`src/rtl/textlcd_pkg.sv`:
```
// rtl/textlcd_pkg.sv - shared types, constants and instruction decode for the text-LCD responder
//
// Purpose: state encoding, DDRAM constants, HD44780 opcode masks and a
// helper that classifies an instruction byte by its highest set bit.
// Ports: none (package).
package textlcd_pkg;

  typedef enum logic [1:0] {
    IDLE  = 2'd0,
    BUSY  = 2'd1,
    CLEAR = 2'd2
  } state_t;

  localparam logic [7:0] SPACE       = 8'h20;
  localparam int         DDRAM_DEPTH = 128;

  localparam logic [7:0] OP_MASK_DDRAM   = 8'h80;
  localparam logic [7:0] OP_MASK_CGRAM   = 8'h40;
  localparam logic [7:0] OP_MASK_FUNC    = 8'h20;
  localparam logic [7:0] OP_MASK_SHIFT   = 8'h10;
  localparam logic [7:0] OP_MASK_DISPLAY = 8'h08;
  localparam logic [7:0] OP_MASK_ENTRY   = 8'h04;
  localparam logic [7:0] OP_MASK_HOME    = 8'h02;
  localparam logic [7:0] OP_MASK_CLEAR   = 8'h01;

  typedef enum logic [3:0] {
    OP_NONE,
    OP_CLEAR,
    OP_HOME,
    OP_ENTRY,
    OP_DISPLAY,
    OP_SHIFT,
    OP_FUNC,
    OP_CGRAM,
    OP_DDRAM
  } op_t;

  // The instruction class is the highest set bit, so test from the top down.
  function automatic op_t decode_op(input logic [7:0] d);
    if ((d & OP_MASK_DDRAM) != 8'h00)   return OP_DDRAM;
    if ((d & OP_MASK_CGRAM) != 8'h00)   return OP_CGRAM;
    if ((d & OP_MASK_FUNC) != 8'h00)    return OP_FUNC;
    if ((d & OP_MASK_SHIFT) != 8'h00)   return OP_SHIFT;
    if ((d & OP_MASK_DISPLAY) != 8'h00) return OP_DISPLAY;
    if ((d & OP_MASK_ENTRY) != 8'h00)   return OP_ENTRY;
    if ((d & OP_MASK_HOME) != 8'h00)    return OP_HOME;
    if ((d & OP_MASK_CLEAR) != 8'h00)   return OP_CLEAR;
    return OP_NONE;
  endfunction

endpackage

```
`src/rtl/textlcd_responder_if.sv`:
```
// rtl/textlcd_responder_if.sv - HD44780-style character-LCD bus
//
// Purpose: bundles the LCD bus between the text-LCD controller (master)
// and the responder (slave).
// Signals: lcd_rs/lcd_rw/lcd_en/lcd_data_in driven by the master;
// lcd_data_out/lcd_data_oe driven by the slave during reads.
interface textlcd_responder_if;
  logic       lcd_rs;
  logic       lcd_rw;
  logic       lcd_en;
  logic [7:0] lcd_data_in;
  logic [7:0] lcd_data_out;
  logic       lcd_data_oe;

  modport master (
    output lcd_rs, lcd_rw, lcd_en, lcd_data_in,
    input  lcd_data_out, lcd_data_oe
  );

  modport slave (
    input  lcd_rs, lcd_rw, lcd_en, lcd_data_in,
    output lcd_data_out, lcd_data_oe
  );
endinterface

```
`src/rtl/textlcd_ddram.sv`:
```
// rtl/textlcd_ddram.sv - 128x8 display data RAM with two 16-character windows
//
// Purpose: register-file DDRAM, reset asynchronously to spaces.
// Ports: lcdclk/resetn clock and async active-low reset; wr_en/wr_addr/
// wr_data single write port; rd_addr/rd_data combinational read port;
// line1/line2 16-byte windows at address 0 and LINE2_BASE, first
// character in [127:120].
module textlcd_ddram
  import textlcd_pkg::*;
#(
  parameter logic [6:0] LINE2_BASE = 7'h28
) (
  input  logic         lcdclk,
  input  logic         resetn,
  input  logic         wr_en,
  input  logic [6:0]   wr_addr,
  input  logic [7:0]   wr_data,
  input  logic [6:0]   rd_addr,
  output logic [7:0]   rd_data,
  output logic [127:0] line1,
  output logic [127:0] line2
);

  logic [7:0] mem [DDRAM_DEPTH];

  always_ff @(posedge lcdclk or negedge resetn) begin
    if (!resetn) begin
      for (int i = 0; i < DDRAM_DEPTH; i++) mem[i] <= SPACE;
    end else if (wr_en) begin
      mem[wr_addr] <= wr_data;
    end
  end

  assign rd_data = mem[rd_addr];

  // The second window wraps modulo 128 like every other DDRAM address.
  always_comb begin
    line1 = '0;
    line2 = '0;
    for (int k = 0; k < 16; k++) begin
      line1[127-8*k -: 8] = mem[7'(k)];
      line2[127-8*k -: 8] = mem[LINE2_BASE + 7'(k)];
    end
  end

endmodule

```
`src/rtl/textlcd_responder.sv`:
```
// rtl/textlcd_responder.sv - receiving end of the HD44780-style text-LCD bus
//
// Purpose: samples the LCD bus, accepts a transaction on each falling edge
// of E, decodes instructions and data writes into DDRAM, models the busy
// flag and exposes two display windows.
// Ports: lcdclk clock, resetn async active-low reset; bus (slave modport)
// carries the LCD bus; line1_text/line2_text display windows; addr_cnt
// address counter; busy flag; display_on/cursor_on/blink_on, entry_inc/
// entry_shift, func_bits mirrored control state; overrun sticky flag for
// transactions dropped while busy.
// Build option: TEXTLCD_RESP_READ_EN enables status and data reads; without
// it the read outputs stay 0 and rw=1 transactions are ignored.
module textlcd_responder
  import textlcd_pkg::*;
#(
  parameter int         BUSY_CYCLES  = 40,
  parameter int         CLEAR_CYCLES = 1520,
  parameter logic [6:0] LINE2_BASE   = 7'h28
) (
  input  logic                lcdclk,
  input  logic                resetn,
  textlcd_responder_if.slave  bus,
  output logic [127:0]        line1_text,
  output logic [127:0]        line2_text,
  output logic [6:0]          addr_cnt,
  output logic                busy,
  output logic                display_on,
  output logic                cursor_on,
  output logic                blink_on,
  output logic                entry_inc,
  output logic                entry_shift,
  output logic [2:0]          func_bits,
  output logic                overrun
);

  localparam int CNT_W = $clog2(CLEAR_CYCLES + 1);

  state_t           state;
  logic             en_q;
  logic [CNT_W-1:0] busy_cnt;
  logic [6:0]       clr_cnt;

  logic       fall;
  logic       take;
  logic       status_rd;
  logic       accept;
  logic       drop;
  op_t        op;
  logic [6:0] ac_step;

  logic       wr_en;
  logic [6:0] wr_addr;
  logic [7:0] wr_data;
  logic [7:0] rd_data;

  assign fall = en_q & ~bus.lcd_en;

`ifdef TEXTLCD_RESP_READ_EN
  assign take = fall;
`else
  // Without read support an rw=1 cycle is invisible to the responder.
  assign take = fall & ~bus.lcd_rw;
`endif

  assign status_rd = take & ~bus.lcd_rs & bus.lcd_rw;
  assign accept    = take & ~status_rd & (state == IDLE);
  assign drop      = take & ~status_rd & (state != IDLE);
  assign op        = decode_op(bus.lcd_data_in);
  assign ac_step   = entry_inc ? addr_cnt + 7'd1 : addr_cnt - 7'd1;

  // Clear writes address 0 on the accepting edge itself and then walks the
  // rest of the array from CLEAR, so byte i is a space from cycle N+1+i.
  always_comb begin
    wr_en   = 1'b0;
    wr_addr = addr_cnt;
    wr_data = bus.lcd_data_in;
    if (state == CLEAR) begin
      wr_en   = 1'b1;
      wr_addr = clr_cnt;
      wr_data = SPACE;
    end else if (accept && !bus.lcd_rw) begin
      if (bus.lcd_rs) begin
        wr_en = 1'b1;
      end else if (op == OP_CLEAR) begin
        wr_en   = 1'b1;
        wr_addr = 7'd0;
        wr_data = SPACE;
      end
    end
  end

  textlcd_ddram #(
    .LINE2_BASE (LINE2_BASE)
  ) u_ddram (
    .lcdclk  (lcdclk),
    .resetn  (resetn),
    .wr_en   (wr_en),
    .wr_addr (wr_addr),
    .wr_data (wr_data),
    .rd_addr (addr_cnt),
    .rd_data (rd_data),
    .line1   (line1_text),
    .line2   (line2_text)
  );

  always_ff @(posedge lcdclk or negedge resetn) begin
    if (!resetn) begin
      state       <= IDLE;
      en_q        <= 1'b0;
      busy        <= 1'b0;
      busy_cnt    <= '0;
      clr_cnt     <= 7'd0;
      addr_cnt    <= 7'd0;
      display_on  <= 1'b0;
      cursor_on   <= 1'b0;
      blink_on    <= 1'b0;
      entry_inc   <= 1'b1;
      entry_shift <= 1'b0;
      func_bits   <= 3'b000;
      overrun     <= 1'b0;
    end else begin
      en_q <= bus.lcd_en;
      if (drop) overrun <= 1'b1;

      case (state)
        IDLE: begin
          if (accept) begin
            state    <= BUSY;
            busy     <= 1'b1;
            busy_cnt <= CNT_W'(BUSY_CYCLES - 1);
            if (!bus.lcd_rs) begin
              // rs=0 that gets accepted is always an instruction write.
              case (op)
                OP_CLEAR: begin
                  state     <= CLEAR;
                  clr_cnt   <= 7'd1;
                  addr_cnt  <= 7'd0;
                  entry_inc <= 1'b1;
                end
                OP_HOME: begin
                  addr_cnt <= 7'd0;
                  busy_cnt <= CNT_W'(CLEAR_CYCLES - 1);
                end
                OP_ENTRY: begin
                  entry_inc   <= bus.lcd_data_in[1];
                  entry_shift <= bus.lcd_data_in[0];
                end
                OP_DISPLAY: begin
                  display_on <= bus.lcd_data_in[2];
                  cursor_on  <= bus.lcd_data_in[1];
                  blink_on   <= bus.lcd_data_in[0];
                end
                OP_SHIFT: begin
                  if (!bus.lcd_data_in[3]) begin
                    addr_cnt <= bus.lcd_data_in[2] ? addr_cnt + 7'd1 : addr_cnt - 7'd1;
                  end
                end
                OP_FUNC:  func_bits <= bus.lcd_data_in[4:2];
                OP_DDRAM: addr_cnt  <= bus.lcd_data_in[6:0];
                default: ;
              endcase
            end else begin
              // Data write or data read: both advance AC.
              addr_cnt <= ac_step;
            end
          end
        end
        CLEAR: begin
          clr_cnt <= clr_cnt + 7'd1;
          // clr_cnt wraps to 0 in the 128th CLEAR cycle; the remainder of
          // the clear busy time is then spent in BUSY.
          if (clr_cnt == 7'd0) begin
            if (CLEAR_CYCLES > DDRAM_DEPTH) begin
              state    <= BUSY;
              busy_cnt <= CNT_W'(CLEAR_CYCLES - DDRAM_DEPTH - 1);
            end else begin
              state <= IDLE;
              busy  <= 1'b0;
            end
          end
        end
        BUSY: begin
          if (busy_cnt == '0) begin
            state <= IDLE;
            busy  <= 1'b0;
          end else begin
            busy_cnt <= busy_cnt - 1'b1;
          end
        end
        default: begin
          state <= IDLE;
          busy  <= 1'b0;
        end
      endcase
    end
  end

`ifdef TEXTLCD_RESP_READ_EN
  always_ff @(posedge lcdclk or negedge resetn) begin
    if (!resetn) begin
      bus.lcd_data_oe  <= 1'b0;
      bus.lcd_data_out <= 8'h00;
    end else begin
      bus.lcd_data_oe <= bus.lcd_en & bus.lcd_rw;
      if (bus.lcd_en && bus.lcd_rw) begin
        bus.lcd_data_out <= bus.lcd_rs ? rd_data : {busy, addr_cnt};
      end
    end
  end
`else
  logic unused_rd_data;
  assign unused_rd_data   = ^rd_data;
  assign bus.lcd_data_oe  = 1'b0;
  assign bus.lcd_data_out = 8'h00;
`endif

endmodule
```
`src/flat_wrapper.sv`:
```
// flat-port wrapper written by rule: the top's interface ports become plain ports
module textlcd_responder_flat import textlcd_pkg::*;
#(
  parameter int         BUSY_CYCLES  = 40,
  parameter int         CLEAR_CYCLES = 1520,
  parameter logic [6:0] LINE2_BASE   = 7'h28
)
  (lcdclk, resetn, line1_text, line2_text, addr_cnt, busy, display_on, cursor_on, blink_on, entry_inc, entry_shift, func_bits, overrun, bus_lcd_rs, bus_lcd_rw, bus_lcd_en, bus_lcd_data_in, bus_lcd_data_out, bus_lcd_data_oe);
  textlcd_responder_if bus_i ();
  input  logic lcdclk;
  input  logic resetn;
  output logic [127:0] line1_text;
  output logic [127:0] line2_text;
  output logic [6:0] addr_cnt;
  output logic busy;
  output logic display_on;
  output logic cursor_on;
  output logic blink_on;
  output logic entry_inc;
  output logic entry_shift;
  output logic [2:0] func_bits;
  output logic overrun;
  input wire logic [$bits(bus_i.lcd_rs)-1:0] bus_lcd_rs;
  input wire logic [$bits(bus_i.lcd_rw)-1:0] bus_lcd_rw;
  input wire logic [$bits(bus_i.lcd_en)-1:0] bus_lcd_en;
  input wire logic [$bits(bus_i.lcd_data_in)-1:0] bus_lcd_data_in;
  output wire logic [$bits(bus_i.lcd_data_out)-1:0] bus_lcd_data_out;
  output wire logic [$bits(bus_i.lcd_data_oe)-1:0] bus_lcd_data_oe;
  assign bus_i.lcd_rs = bus_lcd_rs;
  assign bus_i.lcd_rw = bus_lcd_rw;
  assign bus_i.lcd_en = bus_lcd_en;
  assign bus_i.lcd_data_in = bus_lcd_data_in;
  assign bus_lcd_data_out = bus_i.lcd_data_out;
  assign bus_lcd_data_oe = bus_i.lcd_data_oe;
  textlcd_responder #(.BUSY_CYCLES(BUSY_CYCLES), .CLEAR_CYCLES(CLEAR_CYCLES), .LINE2_BASE(LINE2_BASE)) u_core (.lcdclk(lcdclk), .resetn(resetn), .bus(bus_i), .line1_text(line1_text), .line2_text(line2_text), .addr_cnt(addr_cnt), .busy(busy), .display_on(display_on), .cursor_on(cursor_on), .blink_on(blink_on), .entry_inc(entry_inc), .entry_shift(entry_shift), .func_bits(func_bits), .overrun(overrun));
endmodule
```
`config.mk`:
```
export PLATFORM = sky130hd
export DESIGN_NAME = textlcd_responder_flat
export DESIGN_NICKNAME = d
export VERILOG_FILES = /design/src/rtl/textlcd_pkg.sv /design/src/rtl/textlcd_responder_if.sv /design/src/rtl/textlcd_ddram.sv /design/src/rtl/textlcd_responder.sv /design/src/flat_wrapper.sv
export SDC_FILE = /design/constraint.sdc
export NUM_CORES = 1
export LEC_CHECK = 0
export CAP_MARGIN = 10
export CORE_MARGIN = 4
export CORE_UTILIZATION = 46
export DETAILED_ROUTE_END_ITERATION = 8
export GPL_TIMING_DRIVEN = 0
export PLACE_DENSITY = 0.81
export SETUP_SLACK_MARGIN = 0.1
export SLEW_MARGIN = 20
export SYNTH_ARGS = -nofsm -noshare
export SYNTH_HDL_FRONTEND = slang
export SYNTH_SLANG_ARGS = --single-unit
```
`constraint.sdc`:
```
create_clock -name lcdclk -period 2.55 [get_ports lcdclk]
set_input_delay 0.255 -clock lcdclk [delete_from_list [all_inputs] [get_ports lcdclk]]
set_output_delay 0.255 -clock lcdclk [all_outputs]
set_load 0.02 [all_outputs]
```
Word level (Yosys, flattened, before mapping). Cells that the tools add are included.

Mux-type cells: 97. Magnitude comparators: 2. Equal/unequal tests: 16. $add $sub $neg: 4. Reduce and logical (&&, ||, !) cells: 21. Bitwise operators: 13.

Operators by type and width (number): 1024-bit bitwise mux (1); 4-bit 2-to-1 mux (21); 7-bit 2-to-1 mux (11); 8-bit demux with 7-bit select (1); 11-bit 2-to-1 mux (5); 1-bit 2-to-1 mux (42); 8-bit 2-to-1 mux (5); 11-bit one-hot mux with 3 select lines (1); 4-bit AND reduction (7); 7-bit one-hot mux with 3 select lines (1); 7-bit by 1-bit adder with 7-bit output (second input constant) (2); 7-bit one-hot mux with 2 select lines (1); 4-bit by 3-bit == test with 1-bit output (second input constant) (3); 11-bit zero test (1); 11-bit by 1-bit subtractor with 11-bit output (second input constant) (1); 2-bit 2-to-1 mux (5); 4-bit by 2-bit == test with 1-bit output (second input constant) (2); 8-bit >= comparator (second input constant) (1); 8-bit by 1-bit < comparator with 1-bit output (second input constant) (1); 2-bit != test (second input constant) (4); 7-bit NOT with 8-bit output (1); 1-bit AND (7); 7-bit zero test (1); 7-bit by 1-bit subtractor with 7-bit output (second input constant) (1); other kinds (18) (27).

Input bits: 13. Output and inout port bits: 282. Register bits: 1062.

Longest topological paths before layout. Gate-level depths: netlist of run 1.

Depth in word-level cells: 48. Depth in mapped cells: 11.

Modules after synthesis. From an unflattened synthesis of run 1, not the netlist that was laid out.

Cells, all modules: 3378. Area total of the unflattened synthesis: 51395.5 um2.

By module, submodules not included: textlcd_ddram (cells each 3038, area an instance 48546.6 um2, sequential area each 25784.7 um2, times used 1); textlcd_responder (cells each 340, area an instance 2849.0 um2, sequential area each 952.2 um2, times used 1).

Worst setup path after synthesis of run 1. OpenSTA, ideal clock, no wires.

Path kind: register -> register. Start: register u_core.state[0]. End: register u_core.u_ddram.mem, in the netlist u_core.u_ddram.line2[80]. Stages on the path, launching flop included: 11. Clock period less this slack: 2.782 ns. Data arrival time: 2.657 ns. Setup slack: -0.232 ns. Path through: dfrtp_1 > inv_1 > ha_1 > buf_2 > buf_4 > nand2_1 > o22a_1 > buf_2 > or4b_2 > nor3_4 > mux2_2.

Word-level cells in the longest chain between the ends: 11. Elaborated cells between the ends (all ways): 17. Classes of those cells: 2 x order compare; 1 x eq/ne; 9 x mux; 2 x bitwise; 3 x reduce/logical.

Ends and longest elaborated chain: from (decl) (line textlcd_responder.sv:38) `state_t state;`; from (signal assigned) (line textlcd_responder.sv:108) `state <= IDLE;`; from (signal assigned) (line textlcd_responder.sv:128) `state <= BUSY;`; from (signal assigned) (line textlcd_responder.sv:135) `state <= CLEAR;`; 2-bit zero test (line textlcd_responder.sv:66) `assign accept = take & ~status_rd & (state == IDLE);`; 1-bit AND (line textlcd_responder.sv:66); 1-bit logical AND (line textlcd_responder.sv:81) `end else if (accept && !bus.lcd_rw) begin`; 7-bit 2-to-1 mux (line textlcd_responder.sv:81); 7-bit 2-to-1 mux (line textlcd_responder.sv:77) `if (state == CLEAR) begin`; 7-bit NOT with 8-bit output (implied by the code) (line textlcd_ddram.sv:30) `mem[wr_addr] <= wr_data;`; 8-bit >= comparator (implied by the code) or 8-bit by 1-bit < comparator with 1-bit output (tied branches) (line textlcd_ddram.sv:30); 1-bit logical AND (implied by the code) (line textlcd_ddram.sv:30); 8-bit 2-to-1 mux (implied by the code) (line textlcd_ddram.sv:30); 8-bit demux with 7-bit select (line textlcd_ddram.sv:30); 1024-bit bitwise mux (line textlcd_ddram.sv:30); to (signal, indexed assignment) (line textlcd_ddram.sv:30); to (decl) (line textlcd_ddram.sv:24) `logic [7:0] mem [DDRAM_DEPTH];`.

Several ways; a longest one is shown, not always the timed one. A chain may end at the register's enable or synchronous reset.

Worst setup path after layout of run 1.
Start: register u_core.state[1]. End: register u_core.u_ddram.mem, in the netlist u_core.u_ddram.line2[31].

The elaborated chain is that of the path after synthesis.

==> results of run 1 <==
[logic make-up (layout without fill, tap and decap cells)]
group / Yosys count / in the layout / synth area share
buffers and inverters: 94 / 511 / 0.0335
muxes: 270 / 270 / 0.233
AOI/OAI and AO/OA: 97 / 97 / 0.0501
other: 1 / 9 / 0.000288
adders and majority gates: 8 / 8 / 0.00769
and+or+nand+nor: 181 / 181 / 0.100
DFF: 294 / 294 / 0.569
xor gates and xnor gates: 10 / 10 / 0.00673
[cell usage in the layout (no fill, tap or decap), types with 10 or more instances in the layout]
cell	Yosys	final
nor2_1	31	26
nand4_1	12	12
clkbuf_1	44	37
o21ai_0	28	27
nor3_1	14	12
dfstp_2	33	33
clkbuf_2	0	10
nor4_4	13	14
mux2_2	254	176
clkdlybuf4s50_1	0	278
buf_6	3	23
mux2_4	0	88
dfrtp_1	261	261
clkbuf_16	0	32
inv_1	18	13
nand2_1	27	25
a21oi_1	21	20
buf_4	11	61
buf_12	0	13
[sequential cells by signal (all words and copies together) (netlist names), 2 cells and up]
| signal | cells |
|---|---|
| u_core.addr_cnt | 7 |
| u_core.state | 2 |
| u_core.busy_cnt | 11 |
| u_core.func_bits | 3 |
| u_core.u_ddram.line2 | 128 |
| u_core.clr_cnt | 7 |
| u_core.u_ddram.line1 | 128 |
[stage by stage]
stage / instances / instance area (um^2)
2_1_floorplan: 963 / 13200
3_3_place_gp: 1623 / 16500
3_5_place_dp: 1626 / 16600
4_1_cts: 1738 / 18600
5_1_grt: 1758 / 19000
6_report: 1758 / 19000
[area by class of cell]
cell class              count  area share
flip-flops and latches    294       0.390
well taps                 378      0.0249
plain buffers              76      0.0281
repair buffers            360       0.193
clock buffers              47      0.0472
clock inverters            10     0.00811
inverters                  18     0.00376
multi-input cells         575       0.305
[worst paths after layout]
path	slack, ps	end	cells after the start	from
hold reg to reg	470	u_core.overrun	1	u_core.overrun
setup reg to reg	-170	u_core.u_ddram.line2[31]	9	u_core.state[1]
min in group asynchronous	300	u_core.display_on	3	resetn
setup / recovery	-170	u_core.u_ddram.line2[31]	9	u_core.state[1]
hold / removal	90	u_core.addr_cnt[3]	3	bus_lcd_data_in[3]
max in group asynchronous	1320	u_core.u_ddram.line1[69]	4	resetn
[synth_stat cells (all sizes together) (4+ instances only)]
cell	count	share of area
a211oi	4	0.0023
a21oi	21	0.0081
a221oi	6	0.0045
and2	7	0.0034
and4	4	0.0027
buf	32	0.016
clkbuf	44	0.013
dfrtp	261	0.50
dfstp	33	0.067
ha	8	0.0077
inv	18	0.0052
mux2	264	0.23
mux2i	6	0.0046
nand2	27	0.0078
nand2b	4	0.0019
nand3	10	0.0038
nand4	12	0.0058
nor2	32	0.0094
nor2b	6	0.0029
nor3	15	0.0066
nor3b	4	0.0023
nor4	16	0.023
nor4b	6	0.0075
o21ai	29	0.011
or3	7	0.0034
or4	7	0.0043
or4b	4	0.0031
xnor2	9	0.0061
[power groups by stage]
stage / Combinational [W] / Sequential, W / Clock, W
finish: 0.00224 / 0.00498 / 0.00465
detailed placement: 0.00185 / 0.00505 / 0
floorplan: 0.00104 / 0.00515 / 0
CTS: 0.00208 / 0.00497 / 0.00469
global placement: 0.00179 / 0.00505 / 0
global route: 0.00241 / 0.00500 / 0.00491
[critical path: cells and delay by family, from the launching register on]
kind | cells | cell delay [ps]
multiplexers | 1 | 270
AND/OR/NAND/NOR | 4 | 1300
flip-flops | 1 | 420
buffers and inverters | 3 | 420
adder cells (fa/ha/maj) | 1 | 180
[what timing repair did]
item | CTS | global route
endpoints found under the setup margin | 267 | 268
cloned | 0 | 2
pin swaps | 28 | 18
hold buffers | 1 | 0
resized for setup | 106 | 77
buffers inserted | 54 | 18
hold endpoints to repair | 84 | 0
[per-layer routing]
metal / global-route usage / share of wire
met3: 0.0657 / 0.072
met1: 0.320 / 0.40
met5: 0 / 0
met4: 0.0949 / 0.038
met2: 0.421 / 0.49
==> impl_metrics.env, run 1 <==
export IMPL_end_kind="flop"
export IMPL_die_h_um=176
export IMPL_fin_util=0.681
export IMPL_htreeDepth=1
export IMPL_cp_max_fo=8
export IMPL_wirelength_mm=41.3
export IMPL_vias_per_cell=5.56
export IMPL_ys_seq_area_frac=0.569
export IMPL_slowest_stage="or4_4"
export IMPL_hold_path_class="input pin to flop"
export IMPL_cts_buffers=31
export IMPL_synth_area_per_cell_um2=13.6
export IMPL_grt_max_degree=101
export IMPL_min_period_ps=2720
export IMPL_core_area_um2=27900
export IMPL_clkPwrFrac=0.391
export IMPL_crit_required_ps=2980
export IMPL_slew_headroom=0.227
export IMPL_synthDistinctLibCells=72
export IMPL_first_global_vias=10100
export IMPL_rows=61
export IMPL_final_max_slew_viol_count=0
export IMPL_clk_pin_slew_worst_paths_ps=70
export IMPL_run_status="finished, violations left"
export IMPL_rsz0062_at_grt="yes"
export IMPL_vdd_drop_max_uv=499
export IMPL_p_sw_frac=0.276
export IMPL_drt_pass1_iterations=6
export IMPL_drive_gt1_frac=0.391
export IMPL_p_seq_frac=0.420
export IMPL_multi_input_area_um2=5790
export IMPL_cp_slowest_stage_delay_ps=520
export IMPL_wire_per_inst_um=23.5
export IMPL_p_int_w=0.00859
export IMPL_ys_flop_type="dfrtp_1"
export IMPL_finalHoldViolations=0
export IMPL_start_kind="flop"
export IMPL_period_share=1.07
export IMPL_ant_nets=0
export IMPL_async_flop_share=1.00
export IMPL_synth_seq_cells=294
export IMPL_grt_pass1_wl_mm=61.2
export IMPL_root_buffer="clkbuf_16"
export IMPL_cp_arrival_ps=3150
export IMPL_pin_count=295
export IMPL_clkLatencyLatePin_ps=560
export IMPL_ys_warnings_count=0
export IMPL_overflow=0
export IMPL_track_usage=0.253
export IMPL_tightest_slew_ps=1140
export IMPL_holdWs_ps=90.5
export IMPL_drcViolationCount=0
export IMPL_fin_skew_ps=23.3
export IMPL_dp_hpwl_mm=27.3
export IMPL_antenna_cells=0
export IMPL_netlist_area_um2=13000
export IMPL_cts_sinks=294
export IMPL_dieArea_um2=31000
export IMPL_synth_edff_count=0
export IMPL_critical_path_class="flop to flop"
export IMPL_layout_setup_ws_ps=-171
export IMPL_clockBufferDepth=3
export IMPL_start_util=0.467
export IMPL_leakage_nw=8.66
export IMPL_dieWidth_um=176
export IMPL_violations="negative setup slack"
export IMPL_fill_cells=1888
export IMPL_antenna_found_initial=0
export IMPL_area_delta_synth_final_pct=45.8
export IMPL_setup_viol=165
export IMPL_p_comb_frac=0.189
export IMPL_first_iter_violations=675
export IMPL_io_buffers=282
export IMPL_cts_tree="built"
export IMPL_drv_cap=0
export IMPL_fmax_mhz=368
export IMPL_powerDensity_nw_per_um2=626
export IMPL_fin_tns_setup_ps=-11500
export IMPL_vias=9775
export IMPL_nets=1377
export IMPL_pre_cts_slack_ps=-1000
export IMPL_power_total_w=0.0119
export IMPL_globalplace_congestion=0.919
export IMPL_final_seq_area_um2=7400
export IMPL_syn_inst=955
export IMPL_crit_chain="ha_4 > buf_12 > buf_8 > nor3_1 > nor2_1 > or3_4 > or4_4 > buf_6 > mux2_2"
export IMPL_p_switching_w=0.00328
Note: power is estimated with default switching activity, not from simulation.
==> run 2, diff against run 1 <==
--- a/config.mk
+++ b/config.mk
@@ -6,8 +6,10 @@
 export NUM_CORES = 1
 export LEC_CHECK = 0
 export CAP_MARGIN = 10
+export CELL_PAD_IN_SITES_DETAIL_PLACEMENT = 0
+export CELL_PAD_IN_SITES_GLOBAL_PLACEMENT = 1
 export CORE_MARGIN = 4
-export CORE_UTILIZATION = 46
+export CORE_UTILIZATION = 37
 export DETAILED_ROUTE_END_ITERATION = 8
 export GPL_TIMING_DRIVEN = 0
 export PLACE_DENSITY = 0.81
==> run 2 against run 1 <==
Against the previous run: the run still ends with negative setup slack left; combinational power up 4%; non-clock buffer count rose by 1; final cell count rose by 4.7%; wire length rose by 2.4%; sequential power hardly changed; cell area is 2.8% higher; count of clock-buffer cells in the layout grew 6; register-to-register slack improved by 110 ps; largest power group unchanged.
==> impl_metrics.env, run 2 (synthesis gave the netlist of run 1 again) <==
export IMPL_drcViolationCount=0
export IMPL_leakage_nw=8.88
export IMPL_period_share=1.02
export IMPL_powerDensity_nw_per_um2=626
export IMPL_wirelength_mm=42.3
export IMPL_first_global_vias=10200
export IMPL_cts_buffers=34
export IMPL_clkLatencyLatePin_ps=520
export IMPL_r2r_setup_slack_ps=-60
export IMPL_slew_headroom=0.535
export IMPL_antenna_found_initial=0
export IMPL_crit_chain="inv_2 > ha_4 > buf_8 > buf_8 > clkinvlp_4 > buf_6 > nand4_1 > o21ai_2 > buf_6 > buf_8 > nor4b_4 > buf_6 > mux2_4"
export IMPL_drt_pass1_iterations=5
export IMPL_r2r_end="u_core.u_ddram.line1[50]"
export IMPL_area_delta_synth_final_pct=50.0
export IMPL_htreeDepth=2
export IMPL_track_usage=0.212
export IMPL_fin_area_um2=19500
export IMPL_dieWidth_um=196
export IMPL_fin_skew_ps=26.4
export IMPL_critPathTopFamily="buffers and inverters"
export IMPL_pin_count=295
export IMPL_ant_nets=0
export IMPL_worstHoldStart="bus_lcd_data_in[3]"
export IMPL_layout_setup_ws_ps=-62.8
export IMPL_first_iter_violations=529
export IMPL_end_kind="flop"
export IMPL_crit_required_ps=2930
export IMPL_cp_arrival_ps=3000
export IMPL_start_kind="flop"
export IMPL_clk_pin_slew_worst_paths_ps=60
export IMPL_globalplace_congestion=0.884
export IMPL_cp_max_fo=8
export IMPL_slowest_stage="dfrtp_1"
export IMPL_nets=1381
export IMPL_vdd_drop_max_uv=524
export IMPL_dpl_cell_area_um2=16700
export IMPL_root_buffer="clkbuf_16"
export IMPL_final_cell_count_no_fill=1840
export IMPL_antenna_cells=0
export IMPL_whs_path_depth=3
export IMPL_drv_cap=0
export IMPL_overflow=0
export IMPL_fin_util=0.564
export IMPL_clockBufferDepth=3
export IMPL_critical_path_class="flop to flop"
export IMPL_start_util=0.376
export IMPL_vias=9669
export IMPL_dp_cells=1703
export IMPL_cts_tree="built"
export IMPL_whs_endpoint="u_core.addr_cnt[3]"
export IMPL_tightest_slew_ps=697
export IMPL_run_status="finished, violations left"
export IMPL_dieArea_um2=38200
export IMPL_core_area_um2=34600
export IMPL_setup_viol=96
export IMPL_fmax_mhz=383
export IMPL_dp_hpwl_mm=28.2
export IMPL_finalHoldViolations=0
export IMPL_vias_per_cell=5.25
export IMPL_io_buffers=282
export IMPL_rsz0062_at_grt="yes"
export IMPL_layout_common_cells="clkdlybuf4s50_1, dfrtp_1, mux2_2"
export IMPL_wire_per_inst_um=23.0
export IMPL_cp_slowest_stage_delay_ps=390
export IMPL_r2r_start="u_core.state[0]"
export IMPL_rr_worst_depth=13
export IMPL_drive_gt1_frac=0.401
export IMPL_final_max_slew_viol_count=0
export IMPL_hold_path_class="input pin to flop"
export IMPL_grt_max_degree=89
export IMPL_final_common_cell="clkdlybuf4s50_1"
export IMPL_critPathBufInv=8
export IMPL_min_period_ps=2610
export IMPL_rows=68
export IMPL_cts_sinks=294
export IMPL_die_h_um=196
export IMPL_grt_pass1_wl_mm=63.7
export IMPL_violations="negative setup slack"
run 2: cell count changes in the layout (fill, tap and decap cells not counted), moves of 3 or more:
cell,previous run,this run
mux2_2,176,135
mux2_4,88,125
buf_4,61,52
buf_12,13,21
clkbuf_1,37,30
clkbuf_8,7,13
buf_8,5,10
clkbuf_16,32,36
mux2_1,0,4
bufinv_16,4,1
run 2: how the worst max path moves through the flow:
stage | startpoint | to | slack [ps] | cells past startpoint
final | u_core.state[0] | u_core.u_ddram.line1[50] | -60 | 13
after global routing | u_core.state[0] | u_core.u_ddram.line2[60] | -180 | 10
after CTS | u_core.state[0] | u_core.u_ddram.line1[110] | -40 | 11
after detailed placement | bus_lcd_data_in[0] | u_core.u_ddram.line2[63] | -1030 | 8
after global placement | resetn | u_core.u_ddram.line1[1] | -11570 | 1
after floorplan | u_core.state[1] | u_core.u_ddram.line1[103] | -60 | 9
run 2: layer usage:
layer | part of all wire | routed length (um) | track usage | vias to the layer above
met1 | 0.43 | 18000 | 0.274 | 5023
met3 | 0.070 | 2980 | 0.0628 | 71
met4 | 0.028 | 1190 | 0.0613 | 0
met5 | 0 | 0 | 0 | -
li1 | - | - | - | 4264
met2 | 0.48 | 20100 | 0.347 | 311
run 2: timing repair:
item	in CTS	in global routing
endpoints found under the hold margin	45	0
buffers inserted	58	14
pin swaps	29	15
hold buffers	1	0
cloned	1	2
endpoints found under the setup margin	269	269
resized for setup	185	64
run 2: worst min-delay path, cell delays in order:
cell      delay [ps]
buf_2            180
nand3_1          100
o211ai_1          80
run 2: report_power, final:
group | total [W] | internal (W) | switching [W]
clock | 0.00490 | 0.00298 | 0.00192
sequential | 0.00498 | 0.00484 | 0.000143
combinational | 0.00234 | 0.00101 | 0.00132
run 2: final cells by class:
cell class                      instances  area, um^2
Inverter                               18        73.8
Multi-Input combinational cell        575        5950
Tap cell                              455         569
Fill cell                            2778       15100
Buffer                                 76         579
Clock inverter                          8        90.1
Sequential cell                       294        7400
Timing Repair Buffer                  361        3790
Clock buffer                           53        1060
run 2: per-stage QoR:
step            TNS, ps  setup slack (ps)  hold slack (ps)  power, W
6_report          -3180             -62.8              165    0.0122
3_5_place_dp    -216260             -1030              184   0.00692
5_1_grt          -17550              -179              171    0.0127
4_1_cts            -251             -35.0              145    0.0121
3_3_place_gp   -3482780            -11570              466   0.00687
2_1_floorplan     -1880             -55.0            -40.6   0.00620
